**src/rtl/mdu_pkg.sv**
```systemverilog
// Shared encodings and sizes for the iterative multiply/divide unit.
package mdu_pkg;

  localparam int unsigned MDU_N = 32;
  localparam int unsigned CNT_W = $clog2(MDU_N);

  localparam logic [1:0] OP_MULT  = 2'b00;
  localparam logic [1:0] OP_MULTU = 2'b01;
  localparam logic [1:0] OP_DIV   = 2'b10;
  localparam logic [1:0] OP_DIVU  = 2'b11;

  typedef enum logic [1:0] {
    IDLE = 2'd0,
    CALC = 2'd1,
    FIX  = 2'd2
  } mdu_state_e;

endpackage

```
**src/rtl/mul_div_unit_adder.sv**
```systemverilog
// Ripple-carry adder shared by the multiply and divide iterations.
module mul_div_unit_adder #(
  parameter int unsigned W = 33
) (
  input  logic [W-1:0] a_i,
  input  logic [W-1:0] b_i,
  input  logic         cin_i,
  output logic [W-1:0] sum_c,
  output logic         cout_c
);

  logic carry;

  // Bit-serial carry chain, LSB first.
  always_comb begin
    carry = cin_i;
    sum_c = '0;
    for (int i = 0; i < int'(W); i++) begin
      sum_c[i] = a_i[i] ^ b_i[i] ^ carry;
      carry    = (a_i[i] & b_i[i]) | (carry & (a_i[i] ^ b_i[i]));
    end
    cout_c = carry;
  end

endmodule

```
**src/rtl/mul_div_unit.sv**
```systemverilog
// Iterative MULT/MULTU/DIV/DIVU unit owning the HI/LO registers.
module mul_div_unit
  import mdu_pkg::*;
#(
  parameter int unsigned N = MDU_N
) (
  input  logic         clk,
  input  logic         rst_n,
  input  logic         start,
  input  logic [1:0]   op,
  input  logic [N-1:0] a,
  input  logic [N-1:0] b,
  input  logic         hi_we,
  input  logic         lo_we,
  input  logic [N-1:0] wdata,
  output logic         busy,
  output logic         done,
  output logic [N-1:0] hi,
  output logic [N-1:0] lo
);

  localparam int unsigned CW = $clog2(N);
  localparam int unsigned PW = 2 * N;
  localparam int unsigned AW = N + 1;

  mdu_state_e     state_q, state_d;
  logic [CW-1:0]  cnt_q, cnt_d;
  logic           is_div_q, is_div_d;
  logic           is_sgn_q, is_sgn_d;
  logic           neg_q, neg_d;
  logic           sa_q, sa_d;
  logic           bz_q, bz_d;
  logic [N-1:0]   acc_q, acc_d;
  logic [N-1:0]   mq_q, mq_d;
  logic [N-1:0]   opnd_q, opnd_d;
  logic [N-1:0]   hi_q, hi_d;
  logic [N-1:0]   lo_q, lo_d;
  logic           busy_q, busy_d;
  logic           done_q, done_d;

  logic [AW-1:0]  add_a, add_b, add_sum;
  logic           add_cin, add_cout;

  logic           start_sgn;
  logic [N-1:0]   a_mag, b_mag;
  logic [PW-1:0]  prod, prod_fix;
  logic [N-1:0]   quo_fix, rem_fix;

  // Operand magnitudes for the start cycle; the most negative value stays as its unsigned pattern.
  always_comb begin
    start_sgn = ~op[0];
    a_mag     = (start_sgn && a[N-1]) ? (~a + N'(1)) : a;
    b_mag     = (start_sgn && b[N-1]) ? (~b + N'(1)) : b;
  end

  // Adder operand mux: accumulate for multiply, trial-subtract for divide.
  always_comb begin
    if (is_div_q) begin
      add_a   = {acc_q, mq_q[N-1]};
      add_b   = ~{1'b0, opnd_q};
      add_cin = 1'b1;
    end else begin
      add_a   = {1'b0, acc_q};
      add_b   = mq_q[0] ? {1'b0, opnd_q} : '0;
      add_cin = 1'b0;
    end
  end

  mul_div_unit_adder #(
    .W (AW)
  ) u_adder (
    .a_i    (add_a),
    .b_i    (add_b),
    .cin_i  (add_cin),
    .sum_c  (add_sum),
    .cout_c (add_cout)
  );

  // Sign fixup of the raw magnitudes, consumed in FIX.
  always_comb begin
    prod     = {acc_q, mq_q};
    prod_fix = (is_sgn_q && neg_q) ? (~prod + PW'(1)) : prod;
    quo_fix  = (is_sgn_q && neg_q) ? (~mq_q + N'(1)) : mq_q;
    rem_fix  = (is_sgn_q && sa_q) ? (~acc_q + N'(1)) : acc_q;
  end

  // Next-state and datapath update.
  always_comb begin
    state_d  = state_q;
    cnt_d    = cnt_q;
    is_div_d = is_div_q;
    is_sgn_d = is_sgn_q;
    neg_d    = neg_q;
    sa_d     = sa_q;
    bz_d     = bz_q;
    acc_d    = acc_q;
    mq_d     = mq_q;
    opnd_d   = opnd_q;
    hi_d     = hi_q;
    lo_d     = lo_q;

    unique case (state_q)
      IDLE: begin
        if (start) begin
          state_d  = CALC;
          cnt_d    = '0;
          is_div_d = op[1];
          is_sgn_d = start_sgn;
          neg_d    = a[N-1] ^ b[N-1];
          sa_d     = a[N-1];
          bz_d     = (b == '0);
          acc_d    = '0;
          mq_d     = op[1] ? a_mag : b_mag;
          opnd_d   = op[1] ? b_mag : a_mag;
        end else begin
          if (hi_we) hi_d = wdata;
          if (lo_we) lo_d = wdata;
        end
      end
      CALC: begin
        if (is_div_q) begin
          acc_d = add_cout ? add_sum[N-1:0] : {acc_q[N-2:0], mq_q[N-1]};
          mq_d  = {mq_q[N-2:0], add_cout};
        end else begin
          acc_d = add_sum[N:1];
          mq_d  = {add_sum[0], mq_q[N-1:1]};
        end
        cnt_d = cnt_q + CW'(1);
        if (cnt_q == CW'(N - 1)) state_d = FIX;
      end
      FIX: begin
        if (!is_div_q) begin
          hi_d = prod_fix[PW-1:N];
          lo_d = prod_fix[N-1:0];
        end else if (bz_q) begin
          hi_d = acc_q;
          lo_d = '1;
        end else begin
          hi_d = rem_fix;
          lo_d = quo_fix;
        end
        cnt_d   = '0;
        state_d = IDLE;
      end
      default: state_d = IDLE;
    endcase

    busy_d = (state_d != IDLE);
    done_d = (state_q == FIX);
  end

  // State and datapath registers.
  always_ff @(posedge clk or negedge rst_n) begin
    if (!rst_n) begin
      state_q  <= IDLE;
      cnt_q    <= '0;
      is_div_q <= 1'b0;
      is_sgn_q <= 1'b0;
      neg_q    <= 1'b0;
      sa_q     <= 1'b0;
      bz_q     <= 1'b0;
      acc_q    <= '0;
      mq_q     <= '0;
      opnd_q   <= '0;
      hi_q     <= '0;
      lo_q     <= '0;
      busy_q   <= 1'b0;
      done_q   <= 1'b0;
    end else begin
      state_q  <= state_d;
      cnt_q    <= cnt_d;
      is_div_q <= is_div_d;
      is_sgn_q <= is_sgn_d;
      neg_q    <= neg_d;
      sa_q     <= sa_d;
      bz_q     <= bz_d;
      acc_q    <= acc_d;
      mq_q     <= mq_d;
      opnd_q   <= opnd_d;
      hi_q     <= hi_d;
      lo_q     <= lo_d;
      busy_q   <= busy_d;
      done_q   <= done_d;
    end
  end

  assign busy = busy_q;
  assign done = done_q;
  assign hi   = hi_q;
  assign lo   = lo_q;

endmodule

```
**config.mk**
```make
export PLATFORM = sky130hd
export DESIGN_NAME = mul_div_unit
export DESIGN_NICKNAME = d
export VERILOG_FILES = /design/src/rtl/mdu_pkg.sv /design/src/rtl/mul_div_unit_adder.sv /design/src/rtl/mul_div_unit.sv
export SDC_FILE = /design/constraint.sdc
export NUM_CORES = 1
export LEC_CHECK = 0
export BUFFER_PORTS_ARGS = -buffer_cell sky130_fd_sc_hd__buf_2
export CAP_MARGIN = 10
export CELL_PAD_IN_SITES_DETAIL_PLACEMENT = 1
export CELL_PAD_IN_SITES_GLOBAL_PLACEMENT = 1
export CORE_ASPECT_RATIO = 0.9
export CORE_MARGIN = 4
export CORE_UTILIZATION = 48
export CTS_BUF_LIST = sky130_fd_sc_hd__clkbuf_16
export DETAILED_ROUTE_END_ITERATION = 10
export PLACE_DENSITY_LB_ADDON = 0.3
export SETUP_SLACK_MARGIN = 0.1
export SLEW_MARGIN = 20
export SYNTH_ARGS = -nofsm -noshare
export SYNTH_HDL_FRONTEND = slang
export SYNTH_SLANG_ARGS = --single-unit
```
**constraint.sdc**
```tcl
create_clock -name clk -period 27.2 [get_ports clk]
set_input_delay 5.44 -clock clk [delete_from_list [all_inputs] [get_ports clk]]
set_output_delay 5.44 -clock clk [all_outputs]
set_load 0.03 [all_outputs]
```
==> summary by stage <==
Setup path
In this run the critical register-to-register path is captured at acc_q[11]. The critical path startpoint is is_div_q. Of all nets on the critical path, the largest fanout is 47. The worst flop-to-flop path startpoint is is_div_q. For flop-to-flop paths, the worst setup slack is 10400 ps. Data on the critical path is required at its endpoint by 27520 ps.

STA classifies the critical path endpoint as a flip-flop. The depth of the critical timing path with buffers and inverters included is 44. The sum of buffers and inverters on the critical path is 3.

The highest cell delay on the worst timing path is 810 ps. The gate family responsible for the most delay along the worst path is adder cells. In this run the worst setup path terminates at acc_q[11]. The category of the most critical setup path is reg -> reg. The worst register-to-register path has a depth of 44. The standard cell with the maximum stage delay on the critical path is sky130_fd_sc_hd__dfrtp_4.

STA classifies the critical path startpoint as a flip-flop. The cell with the most instances on the worst path is sky130_fd_sc_hd__fa_1. STA puts the critical path data arrival time at 17120 ps.

GRT
The overall overflow remaining after global route is 0. The global-route wire length before repair is 76700 um. The initial antenna violation count is 0. The via count of the first global-routing pass is 13100. The total global routing track utilization is 0.326. Entering global routing, the biggest net connects 89 pins.

Clocking
The clock passes through at most 2 buffers. The post-CTS resize count is 0. Buffers inserted to repair hold after CTS numbered 0. The root buffer cell is sky130_fd_sc_hd__clkbuf_16. Clock-pin slew was measured on the worst setup and hold paths at 90 ps. TritonCTS created 17 clock buffers. The number of clock sinks is 174. The H-tree depth reported by CTS is 4. TritonCTS built the clock tree. In this run the post-CTS setup repair buffer count came out at 0.

The clock reaches the later pin of the worst-skew pair after 460 ps.

Detailed routing
The number of vias per cell is 6.46. Once detail routing completed, the nets flagged for antenna violations numbered 0. The per-cell routed wire length is 24.5 um.

The number of DRC markers after the initial detailed-route iteration is 1425. The total via count after detailed routing is 13100. The pre-antenna-repair detailed-routing pass consisted of 5 iterations. The DRC violation count after routing is 0.

The post-detailed-routing wire length is 49600 um.

Die
In this run the horizontal extent of the chip is 183 um. The floorplan step defined a die boundary enclosing 30300 um2. The initial utilization of the core area, before any placement, comes to 0.489. The floorplan step defined a core boundary enclosing 27100 um2. The floorplan has 57 rows. For this design the top-level I/O count stands at 169. Measured along the y axis, the die boundary spans 166 um.

Synthesis
The number of instances in the synthesized netlist is 1586. The register area share after synthesis is 0.329. The number of different library cells in the post-synthesis netlist is 72. The dominant synthesized flop cell is sky130_fd_sc_hd__dfrtp_1. Counting flops with a built-in enable in the synthesized netlist gives 0.

Dividing the synthesized area by the synthesized cell count gives 8.35 um2. The total of flip-flops plus latches after synthesis is 174. The synthesized netlist occupies a cell area of 13200 um2. In the synthesized netlist the async set-or-reset flop fraction comes to 1.00. For this run, the number of Yosys warnings is 0. The post-synth net total is 1729.

Power
The internal power of the cells totals 1.01 mW. The standby leakage power is 6.18 nW. Of the total power, the clock network draws 0.128. The total chip power is 2.06 mW. Of the total power, the share spent switching nets is 0.512.

The share of total power dissipated in combinational logic is 0.583. The power density over cell area is 139 nW/um2. The share of total power dissipated in sequential elements is 0.290. VDD sags by at most 0.0000547 V. The analysis attributes to net switching a power of 1.06 mW.

Timing
The number of max-slew violations in the final report was 0. The actual transition at the worst max-transition pin is 1080 ps. For this run, the top clock speed supported by timing is 0.0595 GHz. The largest clock skew in the final design is 18.8 ps. Setup repair after global routing left no endpoint under its margin. The worst slew slack as a fraction of its limit is 0.278. The clock period could shrink to 16800 ps. After routing, the total negative slack on setup checks comes to 0 ps. The final setup violation count is 0. Of the available clock period, the critical path in the final layout requires 0.618. The count of final hold-check violations is 0.

Placement
The global placer's final weighted congestion is 0.936. Input and output buffers added on the ports amount to 168. Once placement finished, the instance area stood at 14200 um2. The number of cells in the design after placement is 1987. The total half-perimeter wirelength after legalization and detailed placement is 36800 um.

Hold path
The worst hold path belongs to the class reg -> reg.

Finish
The area overhead of the layout relative to synthesis is 11.8%. The fraction of layout cells with a size suffix above 1 is 0.186. The net total in the final layout is 1796. The top cell types in the final layout, fill and taps aside, are sky130_fd_sc_hd__nand2_1 (184), sky130_fd_sc_hd__o21ai_0 (175), sky130_fd_sc_hd__dfrtp_1 (173). The final standard cell area without fillers is 14800 um2. 0 antenna diodes ended up in the layout.

After the flow finishes, the layout carries non-filler instances totaling 2020. The core occupancy in the finished layout is 0.546. The library cell used most frequently in the layout, excluding fill and tap cells, is sky130_fd_sc_hd__nand2_1.

Job
Across the run, the number of max-cap violations was 0.

Status
The run finished with clean final reports.
## worst register-to-register path: cells and delay by family (launching register included)
| family | cells | cell delay [ps] |
|---|---|---|
| fa+ha+maj | 33 | 13140 |
| flops | 1 | 810 |
| mux | 1 | 260 |
| buf+inv | 3 | 1330 |
| simple gates | 3 | 230 |
| compound gates | 4 | 960 |
## registers in the layout, summed over array words and instances (netlist names)
signal    flops
acc_q        32
done          1
state_q       2
bz_q          1
lo           32
mq_q         32
neg_q         1
busy          1
cnt_q         5
is_sgn_q      1
opnd_q       32
is_div_q      1
hi           32
sa_q          1
## power groups by stage
stage,Sequential (mW),Clock [mW],Combinational [mW]
after CTS,0.587,0.263,1.20
after global placement,0.580,0,1.12
after global routing,0.611,0.276,1.32
final,0.597,0.263,1.20
after floorplan,0.540,0,0.843
after detailed placement,0.590,0,1.17
## routing by layer
metal	routed length [um]	vias to the layer above	track usage
met3	3610	98	0.0418
li1	-	5826	-
met1	21700	6527	0.460
met5	0	-	0
met4	1990	0	0.126
met2	22300	602	0.513
## cells in the mapped netlist (46+ instances only)
cell | number | share of area
sky130_fd_sc_hd__nor2_1 | 144 | 0.041
sky130_fd_sc_hd__a21oi_1 | 136 | 0.051
sky130_fd_sc_hd__o22ai_1 | 46 | 0.022
sky130_fd_sc_hd__mux2_2 | 61 | 0.052
sky130_fd_sc_hd__xor2_1 | 56 | 0.037
sky130_fd_sc_hd__nand2_1 | 184 | 0.052
sky130_fd_sc_hd__mux2i_1 | 63 | 0.048
sky130_fd_sc_hd__xnor2_1 | 58 | 0.038
sky130_fd_sc_hd__o21ai_0 | 175 | 0.066
sky130_fd_sc_hd__dfrtp_1 | 174 | 0.33
sky130_fd_sc_hd__clkbuf_1 | 113 | 0.032
## per-stage QoR
step	hold WS (ps)	setup slack, ps
after CTS	488	10490
after detailed placement	468	10650
after global routing	520	9830
final	484	10400
after global placement	458	11160
after floorplan	466	11700
## worst min path at each step
stage                     cells after the start         end  startpoint
after detailed placement                      2       lo[8]       lo[8]
final                                         2      lo[10]      lo[10]
after floorplan                               2  opnd_q[10]  opnd_q[10]
after CTS                                     2       lo[8]       lo[8]
after global routing                          2       lo[4]       lo[4]
after global placement                        2      lo[21]      lo[21]
## cell families after synthesis
family	after synthesis	share of synthesized area
DFF	174	0.329
xor gates and xnor gates	114	0.0754
buffers and inverters	156	0.0452
AOI/OAI and AO/OA	477	0.212
muxes	124	0.0995
and+or+nand+nor	501	0.183
adders and majority gates	40	0.0559
## area by class of cell
| type | instances | area [um2] |
|---|---|---|
| well taps | 354 | 443 |
| repair buffers | 185 | 987 |
| multi-input cells | 1256 | 8320 |
| inverters | 19 | 71.3 |
| flip-flops and latches | 174 | 4360 |
| fillers | 3260 | 12300 |
| clock buffers | 17 | 425 |
| clock inverters | 15 | 201 |
Note: power is estimated with default switching activity, not from simulation.
